==> src/rtl/rom_stream_pkg.sv <==
// Shared types and constants for the ROM stream reader and its output buffer.
package rom_stream_pkg;

  typedef enum logic [1:0] {
    S_IDLE  = 2'd0,
    S_RUN   = 2'd1,
    S_DRAIN = 2'd2
  } state_t;

  localparam int BUF_DEPTH = 2;

endpackage

==> src/rtl/rom_stream_buf.sv <==
// Two-entry FIFO holding ROM read data until the stream consumer accepts it.
module rom_stream_buf
  import rom_stream_pkg::*;
#(
  parameter int DATA_WIDTH = 8
) (
  input  logic                  i_clk,
  input  logic                  i_rst,
  input  logic                  i_push,
  input  logic [DATA_WIDTH-1:0] i_push_data,
  input  logic                  i_pop,
  output logic [DATA_WIDTH-1:0] o_head_data,
  output logic [1:0]            o_count
);

  logic [DATA_WIDTH-1:0] r_mem [BUF_DEPTH];
  logic                  r_wr_ptr;
  logic                  r_rd_ptr;
  logic [1:0]            r_count;

  // Storage, pointers and occupancy; push and pop in one cycle keep the count.
  always_ff @(posedge i_clk or posedge i_rst) begin
    if (i_rst) begin
      for (int i = 0; i < BUF_DEPTH; i++) r_mem[i] <= {DATA_WIDTH{1'b0}};
      r_wr_ptr <= 1'b0;
      r_rd_ptr <= 1'b0;
      r_count  <= 2'd0;
    end else begin
      if (i_push) begin
        r_mem[r_wr_ptr] <= i_push_data;
        r_wr_ptr        <= ~r_wr_ptr;
      end
      if (i_pop) r_rd_ptr <= ~r_rd_ptr;
      case ({i_push, i_pop})
        2'b10:   r_count <= r_count + 2'd1;
        2'b01:   r_count <= r_count - 2'd1;
        default: r_count <= r_count;
      endcase
    end
  end

  assign o_head_data = r_mem[r_rd_ptr];
  assign o_count     = r_count;

  rom_stream_buf_chk u_chk (
    .i_clk   (i_clk),
    .i_rst   (i_rst),
    .i_push  (i_push),
    .i_pop   (i_pop),
    .i_count (r_count)
  );

endmodule

==> src/rtl/rom_stream_buf_chk.sv <==
// Protocol checker for the 2-entry stream buffer: a push into a full buffer
// without a simultaneous pop would overwrite an undelivered word.
module rom_stream_buf_chk (
  input  logic       i_clk,
  input  logic       i_rst,
  input  logic       i_push,
  input  logic       i_pop,
  input  logic [1:0] i_count
);

  a_no_overflow : assert property (@(posedge i_clk) disable iff (i_rst)
    !(i_push && !i_pop && (i_count == 2'd2)));

endmodule

==> src/rtl/rom_stream_reader.sv <==
// Reads a run of words from a 1-cycle-latency synchronous ROM and streams them
// out on valid/ready, keeping at most two words buffered or in flight.
module rom_stream_reader
  import rom_stream_pkg::*;
#(
  parameter  int DATA_WIDTH = 8,
  parameter  int DEPTH      = 8,
  localparam int ADDR_WIDTH = $clog2(DEPTH),
  parameter  int LEN_WIDTH  = ADDR_WIDTH + 1
) (
  input  logic                  i_clk,
  input  logic                  i_rst,
  input  logic                  i_start,
  input  logic [ADDR_WIDTH-1:0] i_start_addr,
  input  logic [LEN_WIDTH-1:0]  i_length,
  output logic                  o_busy,
  output logic                  o_done,
  output logic [ADDR_WIDTH-1:0] o_rd_addr,
  input  logic [DATA_WIDTH-1:0] i_rd_data,
  output logic [DATA_WIDTH-1:0] o_m_data,
  output logic                  o_m_valid,
  input  logic                  i_m_ready
);

  state_t                r_state;
  logic [ADDR_WIDTH-1:0] r_addr_cnt;
  logic [LEN_WIDTH-1:0]  r_issue_rem;
  logic [LEN_WIDTH-1:0]  r_beat_rem;
  logic                  r_inflight;
  logic                  r_busy;
  logic                  r_done;

  logic [1:0]            w_occ;
  logic                  w_pop;
  logic [2:0]            w_credit;
  logic [2:0]            w_limit;
  logic                  w_issue;
  logic [ADDR_WIDTH-1:0] w_addr_next;

  // r_addr_cnt doubles as the ROM address, so an issue reads r_addr_cnt that cycle.
  assign w_pop       = o_m_valid && i_m_ready;
  assign w_credit    = {1'b0, w_occ} + {2'b00, r_inflight};
  assign w_limit     = 3'd2 + {2'b00, w_pop};
  assign w_issue     = (r_state == S_RUN) && (r_issue_rem != {LEN_WIDTH{1'b0}}) &&
                       (w_credit < w_limit);
  assign w_addr_next = (r_addr_cnt == ADDR_WIDTH'(DEPTH - 1)) ? {ADDR_WIDTH{1'b0}}
                                                               : r_addr_cnt + ADDR_WIDTH'(1);

  // Command FSM, address/length counters and the read-in-flight flag.
  always_ff @(posedge i_clk or posedge i_rst) begin
    if (i_rst) begin
      r_state     <= S_IDLE;
      r_addr_cnt  <= {ADDR_WIDTH{1'b0}};
      r_issue_rem <= {LEN_WIDTH{1'b0}};
      r_beat_rem  <= {LEN_WIDTH{1'b0}};
      r_inflight  <= 1'b0;
      r_busy      <= 1'b0;
      r_done      <= 1'b0;
    end else begin
      r_done     <= 1'b0;
      r_inflight <= w_issue;
      case (r_state)
        S_IDLE: begin
          if (i_start) begin
            if (i_length != {LEN_WIDTH{1'b0}}) begin
              r_state     <= S_RUN;
              r_addr_cnt  <= i_start_addr;
              r_issue_rem <= i_length;
              r_beat_rem  <= i_length;
              r_busy      <= 1'b1;
            end else begin
              r_done <= 1'b1;
            end
          end
        end
        S_RUN: begin
          if (w_issue) begin
            r_addr_cnt  <= w_addr_next;
            r_issue_rem <= r_issue_rem - LEN_WIDTH'(1);
            if (r_issue_rem == LEN_WIDTH'(1)) r_state <= S_DRAIN;
          end
          if (w_pop) r_beat_rem <= r_beat_rem - LEN_WIDTH'(1);
        end
        S_DRAIN: begin
          if (w_pop) begin
            r_beat_rem <= r_beat_rem - LEN_WIDTH'(1);
            if (r_beat_rem == LEN_WIDTH'(1)) begin
              r_state <= S_IDLE;
              r_busy  <= 1'b0;
              r_done  <= 1'b1;
            end
          end
        end
        default: begin
          r_state <= S_IDLE;
          r_busy  <= 1'b0;
        end
      endcase
    end
  end

  rom_stream_buf #(.DATA_WIDTH(DATA_WIDTH)) u_buf (
    .i_clk       (i_clk),
    .i_rst       (i_rst),
    .i_push      (r_inflight),
    .i_push_data (i_rd_data),
    .i_pop       (w_pop),
    .o_head_data (o_m_data),
    .o_count     (w_occ)
  );

  assign o_m_valid = (w_occ != 2'd0);
  assign o_busy    = r_busy;
  assign o_done    = r_done;
  assign o_rd_addr = r_addr_cnt;

endmodule

==> config.mk <==
export PLATFORM = sky130hd
export DESIGN_NAME = rom_stream_reader
export DESIGN_NICKNAME = d
export VERILOG_FILES = /design/src/rtl/rom_stream_pkg.sv /design/src/rtl/rom_stream_buf.sv /design/src/rtl/rom_stream_buf_chk.sv /design/src/rtl/rom_stream_reader.sv
export SDC_FILE = /design/constraint.sdc
export NUM_CORES = 1
export LEC_CHECK = 0
export BUFFER_PORTS_ARGS = -buffer_cell sky130_fd_sc_hd__clkbuf_2
export CORE_UTILIZATION = 60
export DETAILED_ROUTE_END_ITERATION = 8
export GPL_TIMING_DRIVEN = 0
export MAX_ROUTING_LAYER = met4
export PLACE_DENSITY = 0.84
export SLEW_MARGIN = 0
export SYNTH_ARGS = -nofsm -noshare
export SYNTH_HDL_FRONTEND = slang
export SYNTH_HIERARCHICAL = 1
export SYNTH_SLANG_ARGS = --single-unit
==> constraint.sdc <==
create_clock -name i_clk -period 4.8 [get_ports i_clk]
set_input_delay 0.24 -clock i_clk [delete_from_list [all_inputs] [get_ports i_clk]]
set_output_delay 0.24 -clock i_clk [all_outputs]
set_load 0.005 [all_outputs]
==> results of run 1 <==
==> final cells by class <==
type | instances | area (sq um)
timing repair buffer | 33 | 170
clock inverter | 3 | 42.5
inverter | 14 | 52.6
fill | 234 | 812
sequential | 36 | 901
tap | 44 | 55.1
clock buffer | 5 | 37.5
multi-input combinational | 116 | 1030
buffer | 4 | 27.5
==> cells in the final DEF (no fill, tap or decap), types with 2 or more instances in the layout <==
master / instances
nand3_1: 3
nor3_1: 3
nand4_1: 3
nand2_1: 10
mux2_4: 13
clkbuf_2: 32
xor2_1: 3
nor2_1: 8
clkbuf_4: 6
nand2b_1: 4
o211ai_1: 3
inv_1: 14
xnor2_1: 2
dfrtp_1: 36
o21ai_0: 6
mux2i_1: 4
ha_1: 12
nand2_2: 2
mux2_2: 17
a21oi_1: 5
==> repair_timing <==
action,CTS,global route
resized for setup,0,0
endpoints found under the setup margin,0,0
endpoints found under the hold margin,16,0
hold buffers,1,0
==> worst max-delay path, stage by stage (launching register included) <==
cell and delay (ns):
dfrtp_1 0.45, ha_1 0.22, ha_1 0.28, o21ai_2 0.11, nand4_2 0.17, a21oi_4 0.33
mux2_4 0.33
==> kinds of logic after synthesis <==
family	Yosys count	synth area share
AOI/OAI and AO/OA	26	0.101
DFF	36	0.448
and+or+nand+nor	39	0.102
muxes	34	0.212
adders and majority gates	12	0.0747
buffers and inverters	18	0.0398
xor gates and xnor gates	5	0.0218
==> per-stage QoR <==
stage                     setup slack (ns)  instance area (sq um)  cells  power, mW   util
final                                 2.79                   2320    255       1.68  0.740
after floorplan                       2.95                   2010    170       1.23      -
after detailed placement              2.79                   2230    246       1.47  0.712
after global routing                  2.72                   2320    255       1.81  0.740
after global placement                2.82                   2230    246       1.41  0.712
after CTS                             2.78                   2320    255       1.69  0.740
==> registers in the layout, indices dropped and copies added (netlist names) <==
signal,cells
u_buf/r_mem,16
r_beat_rem,4
r_issue_rem,4
o_rd_addr,3
r_state,2
u_buf/o_count,2
o_busy,1
o_done,1
r_inflight,1
u_buf/r_rd_ptr,1
u_buf/r_wr_ptr,1
==> power breakdown <==
| part | internal, mW | switching [mW] |
|---|---|---|
| Sequential | 0.459 | 0.113 |
| Clock | 0.109 | 0.104 |
| Combinational | 0.468 | 0.426 |
| Total | 1.04 | 0.643 |
==> routing by layer <==
metal  part of all wire  up-vias
li1                   -      683
met2               0.52       44
met1               0.42      684
met5                  0        -
met3              0.049        6
met4              0.014        0
==> path summary, 6_finish.rpt <==
check / to / slack (ns)
setup / recovery: o_rd_addr[1] / 2.79
hold / removal: u_buf/r_mem[13] / 0.14
setup reg to reg: o_rd_addr[1] / 2.79
hold reg to reg: u_buf/r_mem[3] / 0.51
max in group asynchronous: u_buf/r_mem[4] / 3.75
min in group asynchronous: r_state[1] / 0.53
==> run_results.csv, run 1 <==
group,metric,value,unit
sta,tightest_slew,0.754,ns
global_routing,grt.total_usage,0.254,
global_routing,grt_pass1_wl,6370,um
setup_path,cp-start-kind,"flip-flop",
synthesis,synth_area,2010,sq um
setup_path,arrival,2.24,ns
synthesis,synth_flop_cell,"dfrtp_1",
synthesis,synth_nets,201,
hold_path,hold_class,"in2reg",
global_routing,use_met2,0.417,
power,power_density,725,nW/um^2
setup_path,reg2reg_from,"r_inflight",
clock_tree,cts_tree,"yes",
global_routing,grt_use_met1,0.300,
sta,min_period,2.01,ns
floorplanning,fp.dieH,59.9,um
detailed_routing,drc,0,
clock_tree,clk_path_buf_depth,2,
sta,finClkSkew,0.00672,ns
detailed_routing,drt_pass1_iterations,4,
placement,dp_hpwl,2930,um
synthesis,synth_area_leaders,"dfrtp_1 (45%), mux2_4 (9.7%), mux2_2 (9.5%), ha_1 (7.5%), inv_1 (2.6%)",
synthesis,async_reset_ff_frac,1.00,
floorplanning,rows,20,
final_layout,drive_above_1_share,0.398,
sta,relSlewSlack,0.497,
setup_path,worstPathMaxFanout,6,
sta,setup_viol,0,
global_routing,grt_pass1_vias,1446,
sta,fmax,498,MHz
setup_path,worstRegToRegCells,6,
synthesis,yosysMostFrequentCell,"dfrtp_1",
detailed_routing,drt_iter0_drc,73,
setup_path,crit_required,5.04,ns
detailed_routing,vias_per_cell,5.56,
synthesis,synth_common_cells,"dfrtp_1 (36), mux2_2 (17), inv_1 (14), mux2_4 (13), ha_1 (12)",
floorplanning,ios,33,
synthesis,synth_edf_count,0,
floorplanning,die-area,3590,sq um
setup_path,end_kind,"flip-flop",
sta,rsz0062_at_grt,"no",
synthesis,ys_types,40,
synthesis,syn_avg_cell_area,11.8,sq um
sta,post-route-period-util,0.418,
final_layout,antenna_cells,0,
floorplanning,start_util,0.643,
flow_run,drv_cap,0,
sta,finalSetupTns,0,ns
sta,final-hold-violation-count,0,
global_routing,antenna_found_initial,0,
detailed_routing,ant_nets,0,
outcome,status,"completed",
floorplanning,fp.dieW,59.9,um
clock_tree,cts_max_level,2,
sta,hold-worst-slack,0.136,ns
detailed_routing,vias,1417,
global_routing,busiest_layer,"met2",
clock_tree,clock-sinks,36,
detailed_routing,wl_per_cell,15.3,um
synthesis,yosys.area.top_type,"dfrtp_1",
synthesis,ys_seq_area_frac,0.448,
global_routing,grt_max_degree,21,
global_routing,overflow,0,
final_layout,nNetsFinal,241,
placement,portBuffers,32,
hold_path,hold_start,"i_rd_data[5]",
power,p_leak,1.13,nW
clock_tree,cts_made_buffers,5,
final_layout,syn_to_final_growth,15.2,%
clock_tree,cts_root_buf,"clkbuf_4",
synthesis,synth.yosys.warnings,6,
sta,slew_viol_final,0,
detailed_routing,drt_wl_total,3890,um
synthesis,synth.top_cell.area_share,0.448,
floorplanning,core_area,3130,sq um
setup_path,crit_type,"reg2reg",
synthesis,netlist_instances,170,
synthesis,synth_seq_cells,36,
placement,place.gp.congestion,0.867,
power,ir_drop,0.350,mV
clock_tree,path_clk_slew,0.11,ns
hold_path,holdPathStages,2,
clock_tree,clk_latency,0.34,ns
clock_tree,postCtsSetupBuffers,0,
global_routing,grt_use_met3,0.0693,
setup_path,setup.worst_path.start,"r_inflight",
(Power assumes the default switching activity.)
==> run 2: changes to the inputs <==
--- a/config.mk
+++ b/config.mk
@@ -6,11 +6,11 @@
 export NUM_CORES = 1
 export LEC_CHECK = 0
 export BUFFER_PORTS_ARGS = -buffer_cell sky130_fd_sc_hd__clkbuf_2
-export CORE_UTILIZATION = 60
+export CORE_UTILIZATION = 56
 export DETAILED_ROUTE_END_ITERATION = 8
 export GPL_TIMING_DRIVEN = 0
 export MAX_ROUTING_LAYER = met4
-export PLACE_DENSITY = 0.84
+export PLACE_DENSITY = 0.79
 export SLEW_MARGIN = 0
 export SYNTH_ARGS = -nofsm -noshare
 export SYNTH_HDL_FRONTEND = slang
==> constraint.sdc (replaced) <==
create_clock -name i_clk -period 1.85 [get_ports i_clk]
set_input_delay 0.0925 -clock i_clk [delete_from_list [all_inputs] [get_ports i_clk]]
set_output_delay 0.0925 -clock i_clk [all_outputs]
set_load 0.005 [all_outputs]
==> run 2 against run 1 <==
Effect of this change: combinational power rose to 2.8 times the previous value; sequential power grew to 2.6 times the previous value; power rose to 2.7 times the previous value; sequential cell count unchanged; count of clock-buffer cells in the layout up 2; largest power group unchanged; critical path type unchanged.
==> run_results.csv, run 2 (same netlist as run 1, synthesis figures left out) <==
group,metric,value,unit
final_layout,nNetsFinal,254,
placement,dp_hpwl,2860,um
global_routing,grt_pass1_vias,1420,
power,power.total,4.55,mW
setup_path,worstPathMaxFanout,3,
power,power.switching,1.68,mW
global_routing,grt_max_degree,21,
sta,post-route-period-util,0.965,
detailed_routing,ant_nets,0,
setup_path,cp_slowest_cell,"dfrtp_2",
placement,portBuffers,32,
sta,setup_viol,0,
hold_path,hold_class,"in2reg",
setup_path,crit_chain,"ha_2 -> ha_4 -> o21ai_2 -> buf_4 -> nand4_1 -> a21oi_2 -> mux2_4",
global_routing,grt_pass1_wl,6370,um
detailed_routing,vias_per_cell,5.42,
sta,slew_viol_final,0,
setup_path,crit_family,"flip-flops",
power,internal-power,2.87,mW
sta,finClkSkew,0.00568,ns
global_routing,overflow,0,
floorplanning,die-area,3830,sq um
setup_path,crit_required,2.08,ns
placement,dp_cells,248,
clock_tree,clk_path_buf_depth,2,
detailed_routing,drt_wl_total,4040,um
power,comb_power_share,0.541,
setup_path,endpoint,"r_state[0]",
setup_path,reg2reg_from,"r_inflight",
floorplanning,fp.dieW,61.9,um
clock_tree,cts_tree,"yes",
power,power_density,1840,nW/um^2
setup_path,crit_type,"reg2reg",
final_layout,largest_register,"u_buf/r_mem",
sta,fmax,560,MHz
setup_path,r2r-end,"r_state[0]",
sta,hold-worst-slack,0.0667,ns
setup_path,r2r_setup_slack,0.06,ns
final_layout,finalNonFillerCells,270,
final_layout,mostFrequentLayoutCells,"dfrtp_1 (35), clkbuf_2 (32), mux2_2 (17)",
floorplanning,ios,33,
final_layout,final_common_cell,"dfrtp_1",
clock_tree,clock-sinks,36,
sta,rsz0062_at_grt,"yes",
setup_path,cpPeakStageDelay,0.43,ns
floorplanning,core_area,3390,sq um
detailed_routing,vias,1463,
clock_tree,cts_made_buffers,5,
final_layout,syn_to_final_growth,22.8,%
setup_path,setup.worst_path.start,"r_inflight",
setup_path,worstRegToRegCells,7,
sta,relSlewSlack,0.514,
final_layout,drive_above_1_share,0.415,
flow_run,drv_cap,0,
clock_tree,clk_latency,0.34,ns
clock_tree,cts_root_buf,"clkbuf_4",
detailed_routing,wl_per_cell,15.0,um
final_layout,antenna_cells,0,
global_routing,grt.total_usage,0.246,
clock_tree,path_clk_slew,0.11,ns
detailed_routing,drt_iter0_drc,52,
setup_path,end_kind,"flip-flop",
sta,final-hold-violation-count,0,
sta,min_period,1.79,ns
setup_path,critPathBufInv,1,
setup_path,arrival,2.02,ns
sta,tightest_slew,0.728,ns
floorplanning,start_util,0.593,
detailed_routing,drt_pass1_iterations,4,
power,p_sw_frac,0.369,
power,p_leak,1.19,nW
power,p_seq_frac,0.324,
power,clock_power_share,0.135,
floorplanning,rows,21,
final_layout,reg_top3,"u_buf/r_mem x16, r_beat_rem x4, r_issue_rem x4",
global_routing,antenna_found_initial,0,
clock_tree,cts_max_level,2,
final_layout,postLayoutCoreUtil,0.729,
placement,place.gp.congestion,0.888,
outcome,status,"completed",
final_layout,largest_reg_flops,16,
power,ir_drop,0.992,mV
setup_path,cp.depth,7,
detailed_routing,drc,0,
floorplanning,fp.dieH,61.9,um
setup_path,cp-start-kind,"flip-flop",
==> run 2: cell count changes in the layout (fill, tap and decap cells not counted), sizes merged <==
cell         previous run  this run
clkinv                  1         0
clkinvlp                1         0
buf                     2         7
dlygate4sd3             1         9
clkbuf                 39        41
==> run 2: layer usage <==
metal,GRT usage,up-vias,routed length (um)
li1,-,712,-
met5,-,-,0
met1,0.263,721,1750
met2,0.444,24,2150
met3,0.0621,6,98
met4,0.0762,0,40
==> run 2: through the flow <==
step | setup slack [ns] | TNS [ns] | instance area, sq um
2_1_floorplan | 0.0232 | 0 | 2010
3_3_place_gp | -0.0767 | -0.223 | 2230
3_5_place_dp | -0.137 | -0.452 | 2230
4_1_cts | 0.0312 | 0 | 2460
5_1_grt | 0.00392 | 0 | 2470
6_report | 0.0644 | 0 | 2470
==> run 2: area by class of cell <==
cell class	count	area, sq um
inverters	14	52.6
repair buffers	46	288
fillers	240	920
well taps	46	57.6
flip-flops and latches	36	902
multi-input cells	116	1050
clock buffers	7	65.1
plain buffers	4	27.5
clock inverters	1	30.0
==> run 2: worst min-delay path by stage <==
| stage | start | to | slack [ns] | depth (start not counted) |
|---|---|---|---|---|
| 2_1_floorplan | i_rst | o_busy | 0.006 | 1 |
| 3_3_place_gp | i_rst | o_busy | 0.20 | 2 |
| 3_5_place_dp | i_rst | o_busy | 0.20 | 2 |
| 4_1_cts | i_start | o_done | 0.05 | 3 |
| 5_1_grt | i_start | o_done | 0.07 | 3 |
| 6_report | i_start | o_done | 0.07 | 3 |
==> run 2: repair_timing <==
action / 4_1_cts / 5_1_grt
setup endpoints to repair: 7 / 7
gates resized for setup: 3 / 1
hold buffers: 9 / 0
hold endpoints to repair: 50 / 0
cloned: 0 / 0
pin swaps: 2 / 2
buffers inserted: 4 / 1
==> run 2: worst register-to-register path: cells and delay by family, from the launching register on <==
family	cells	cell delay, ns
simple gates	1	0.10
flops	1	0.43
compound gates	2	0.28
mux	1	0.32
fa+ha+maj	2	0.41
buf+inv	1	0.15
==> run 2: power by group through the flow <==
stage	combinational [mW]	clock, mW	sequential (mW)
final	2.46	0.614	1.47
after global routing	2.72	0.658	1.52
after CTS	2.43	0.626	1.47
after detailed placement	2.30	0	1.49
after global placement	2.18	0	1.45
after floorplan	1.78	0	1.41
==> run 3: changes to the inputs <==
--- a/config.mk
+++ b/config.mk
@@ -6,11 +6,11 @@
 export NUM_CORES = 1
 export LEC_CHECK = 0
 export BUFFER_PORTS_ARGS = -buffer_cell sky130_fd_sc_hd__clkbuf_2
-export CORE_UTILIZATION = 56
+export CORE_UTILIZATION = 50
 export DETAILED_ROUTE_END_ITERATION = 8
 export GPL_TIMING_DRIVEN = 0
 export MAX_ROUTING_LAYER = met4
-export PLACE_DENSITY = 0.79
+export PLACE_DENSITY = 0.75
 export SLEW_MARGIN = 0
 export SYNTH_ARGS = -nofsm -noshare
 export SYNTH_HDL_FRONTEND = slang
==> constraint.sdc (replaced) <==
create_clock -name i_clk -period 1.45 [get_ports i_clk]
set_input_delay 0.0725 -clock i_clk [delete_from_list [all_inputs] [get_ports i_clk]]
set_output_delay 0.0725 -clock i_clk [all_outputs]
set_load 0.005 [all_outputs]
==> run 3 against run 2 <==
Effect of this change: the run now ends with setup timing left; clock power up 41%; sequential share of layout area fell by 1.1 points; utilization decreased by 5.4 points; critical path depth decreased by 1; non-clock buffer count is 4 lower; first-iteration DRC count up 19%; highest routed layer unchanged.
==> run_results.csv, run 3 (same netlist as run 1, synthesis figures left out) <==
group,metric,value,unit
outcome,status,"finished, violations left",
outcome,violations,"setup timing",
global_routing,grt_pass1_vias,1476,
sta,min_period,1.75,ns
detailed_routing,vias_per_cell,5.51,
final_layout,postLayoutCoreUtil,0.675,
clock_tree,cts_max_level,2,
global_routing,antenna_found_initial,0,
setup_path,crit_required,1.62,ns
final_layout,drive_above_1_share,0.491,
floorplanning,rows,22,
final_layout,reg_top3,"u_buf/r_mem x16, r_beat_rem x4, r_issue_rem x4",
floorplanning,start_util,0.533,
floorplanning,fp.dieW,65.4,um
detailed_routing,wl_met3,164,um
final_layout,fin_area,2540,sq um
final_layout,antenna_cells,0,
setup_path,reg2reg_from,"u_buf/o_count[0]",
setup_path,r2r_setup_slack,-0.30,ns
power,ir_drop,1.48,mV
power,power_density,2520,nW/um^2
sta,rsz0062_at_grt,"yes",
placement,place.gp.congestion,0.863,
final_layout,final_common_cell,"dfrtp_1",
setup_path,crit_type,"reg2reg",
sta,relSlewSlack,0.499,
clock_tree,cts_root_buf,"clkbuf_8",
clock_tree,path_clk_slew,0.07,ns
final_layout,nNetsFinal,250,
floorplanning,die-area,4280,sq um
clock_tree,cts_made_buffers,5,
sta,slew_viol_final,0,
placement,dpl-instance-area,2260,sq um
setup_path,end_kind,"flip-flop",
global_routing,grt_max_degree,21,
floorplanning,fp.dieH,65.4,um
floorplanning,ios,33,
placement,dp_hpwl,2860,um
sta,fmax,572,MHz
clock_tree,clock-sinks,36,
detailed_routing,drt_pass1_iterations,4,
detailed_routing,ant_nets,0,
flow_run,drv_cap,0,
setup_path,worstPathMaxFanout,4,
sta,setup_viol,14,
final_layout,fill_cells,283,
floorplanning,core_area,3770,sq um
placement,portBuffers,32,
detailed_routing,vias,1478,
clock_tree,cts_tree,"yes",
power,p_leak,1.19,nW
detailed_routing,wl_per_cell,15.7,um
detailed_routing,wl_met1,1870,um
sta,post-route-period-util,1.21,
detailed_routing,drt_wl_total,4210,um
final_layout,syn_to_final_growth,26.6,%
global_routing,grt.total_usage,0.223,
detailed_routing,wl_met2,2130,um
sta,finClkSkew,0.00599,ns
global_routing,overflow,0,
final_layout,largest_register,"u_buf/r_mem",
setup_path,arrival,1.92,ns
sta,tightest_slew,0.751,ns
detailed_routing,drc,0,
detailed_routing,topRoutingLayerUsed,"met4",
clock_tree,clk_latency,0.29,ns
hold_path,hold_class,"in2reg",
final_layout,mostFrequentLayoutCells,"dfrtp_1 (35), clkbuf_2 (32), mux2_2 (17)",
sta,setup_ws,-0.299,ns
sta,final-hold-violation-count,0,
final_layout,largest_reg_flops,16,
setup_path,cp-start-kind,"flip-flop",
global_routing,grt_pass1_wl,6920,um
detailed_routing,drt_iter0_drc,62,
hold_path,hold_start,"i_rd_data[3]",
power,power.total,6.42,mW
clock_tree,clk_path_buf_depth,2,
setup_path,setup.worst_path.start,"u_buf/o_count[0]",
run 3: cell count changes in the layout (fill, tap and decap cells not counted), moves of 3 or more:
cell / before / now
dlygate4sd3_1: 9 / 1
clkbuf_4: 6 / 2
buf_4: 5 / 8
clkbuf_8: 2 / 5
ha_1: 10 / 7
inv_1: 14 / 11
run 3: timing repair:
action | 4_1_cts | 5_1_grt
hold endpoints to repair | 36 | 0
endpoints found under the setup margin | 16 | 16
cloned | 0 | 0
setup buffers | 5 | 4
hold buffers | 1 | 0
pin swaps | 4 | 8
gates resized for setup | 12 | 13
run 3: worst max-delay path, cell delays in order (launching register included):
cell,delay (ns)
dfrtp_1,0.39
ha_2,0.21
ha_4,0.22
o21ai_4,0.09
nand4_4,0.12
a21oi_4,0.28
mux2_4,0.33
run 3: area by class of cell:
class / instances / area [sq um] / area share
multi-input cells: 116 / 1140 / 0.447
flip-flops and latches: 36 / 902 / 0.354
repair buffers: 42 / 250 / 0.0983
clock buffers: 6 / 72.6 / 0.0285
well taps: 48 / 60.1 / 0.0236
inverters: 14 / 55.1 / 0.0216
clock inverters: 2 / 35.0 / 0.0138
plain buffers: 4 / 31.3 / 0.0123
run 3: path summary, 6_finish.rpt:
| path | end | depth (start not counted) |
|---|---|---|
| max | o_rd_addr[2] | 6 |
| min | u_buf/r_mem[11] | 2 |
| max reg2reg | o_rd_addr[2] | 6 |
| min reg2reg | u_buf/r_mem[1] | 1 |
| max in group asynchronous | u_buf/o_count[0] | 3 |
| min in group asynchronous | o_rd_addr[1] | 3 |
run 3: report_power, final:
part,total [mW],leakage (nW),switching [mW],internal (mW)
Clock,0.865,0.0552,0.355,0.510
Sequential,1.91,0.424,0.389,1.53
Combinational,3.64,0.715,1.65,1.99
Total,6.42,1.19,2.39,4.03
run 3: layer usage:
layer | global-route usage | vias up
met5 | - | -
li1 | - | 706
met1 | 0.283 | 733
met4 | 0.0489 | 0
met2 | 0.366 | 35
met3 | 0.0469 | 4
run 3: per-stage QoR:
step	worst slack, ns	instances	hold WS, ns	setup TNS [ns]
after floorplan	-0.284	170	-0.0138	-1.49
after global placement	-0.378	250	0.180	-2.62
after detailed placement	-0.433	250	0.197	-3.67
after CTS	-0.318	264	0.0222	-2.63
after global routing	-0.345	268	0.0324	-3.39
final	-0.299	268	0.0266	-2.47
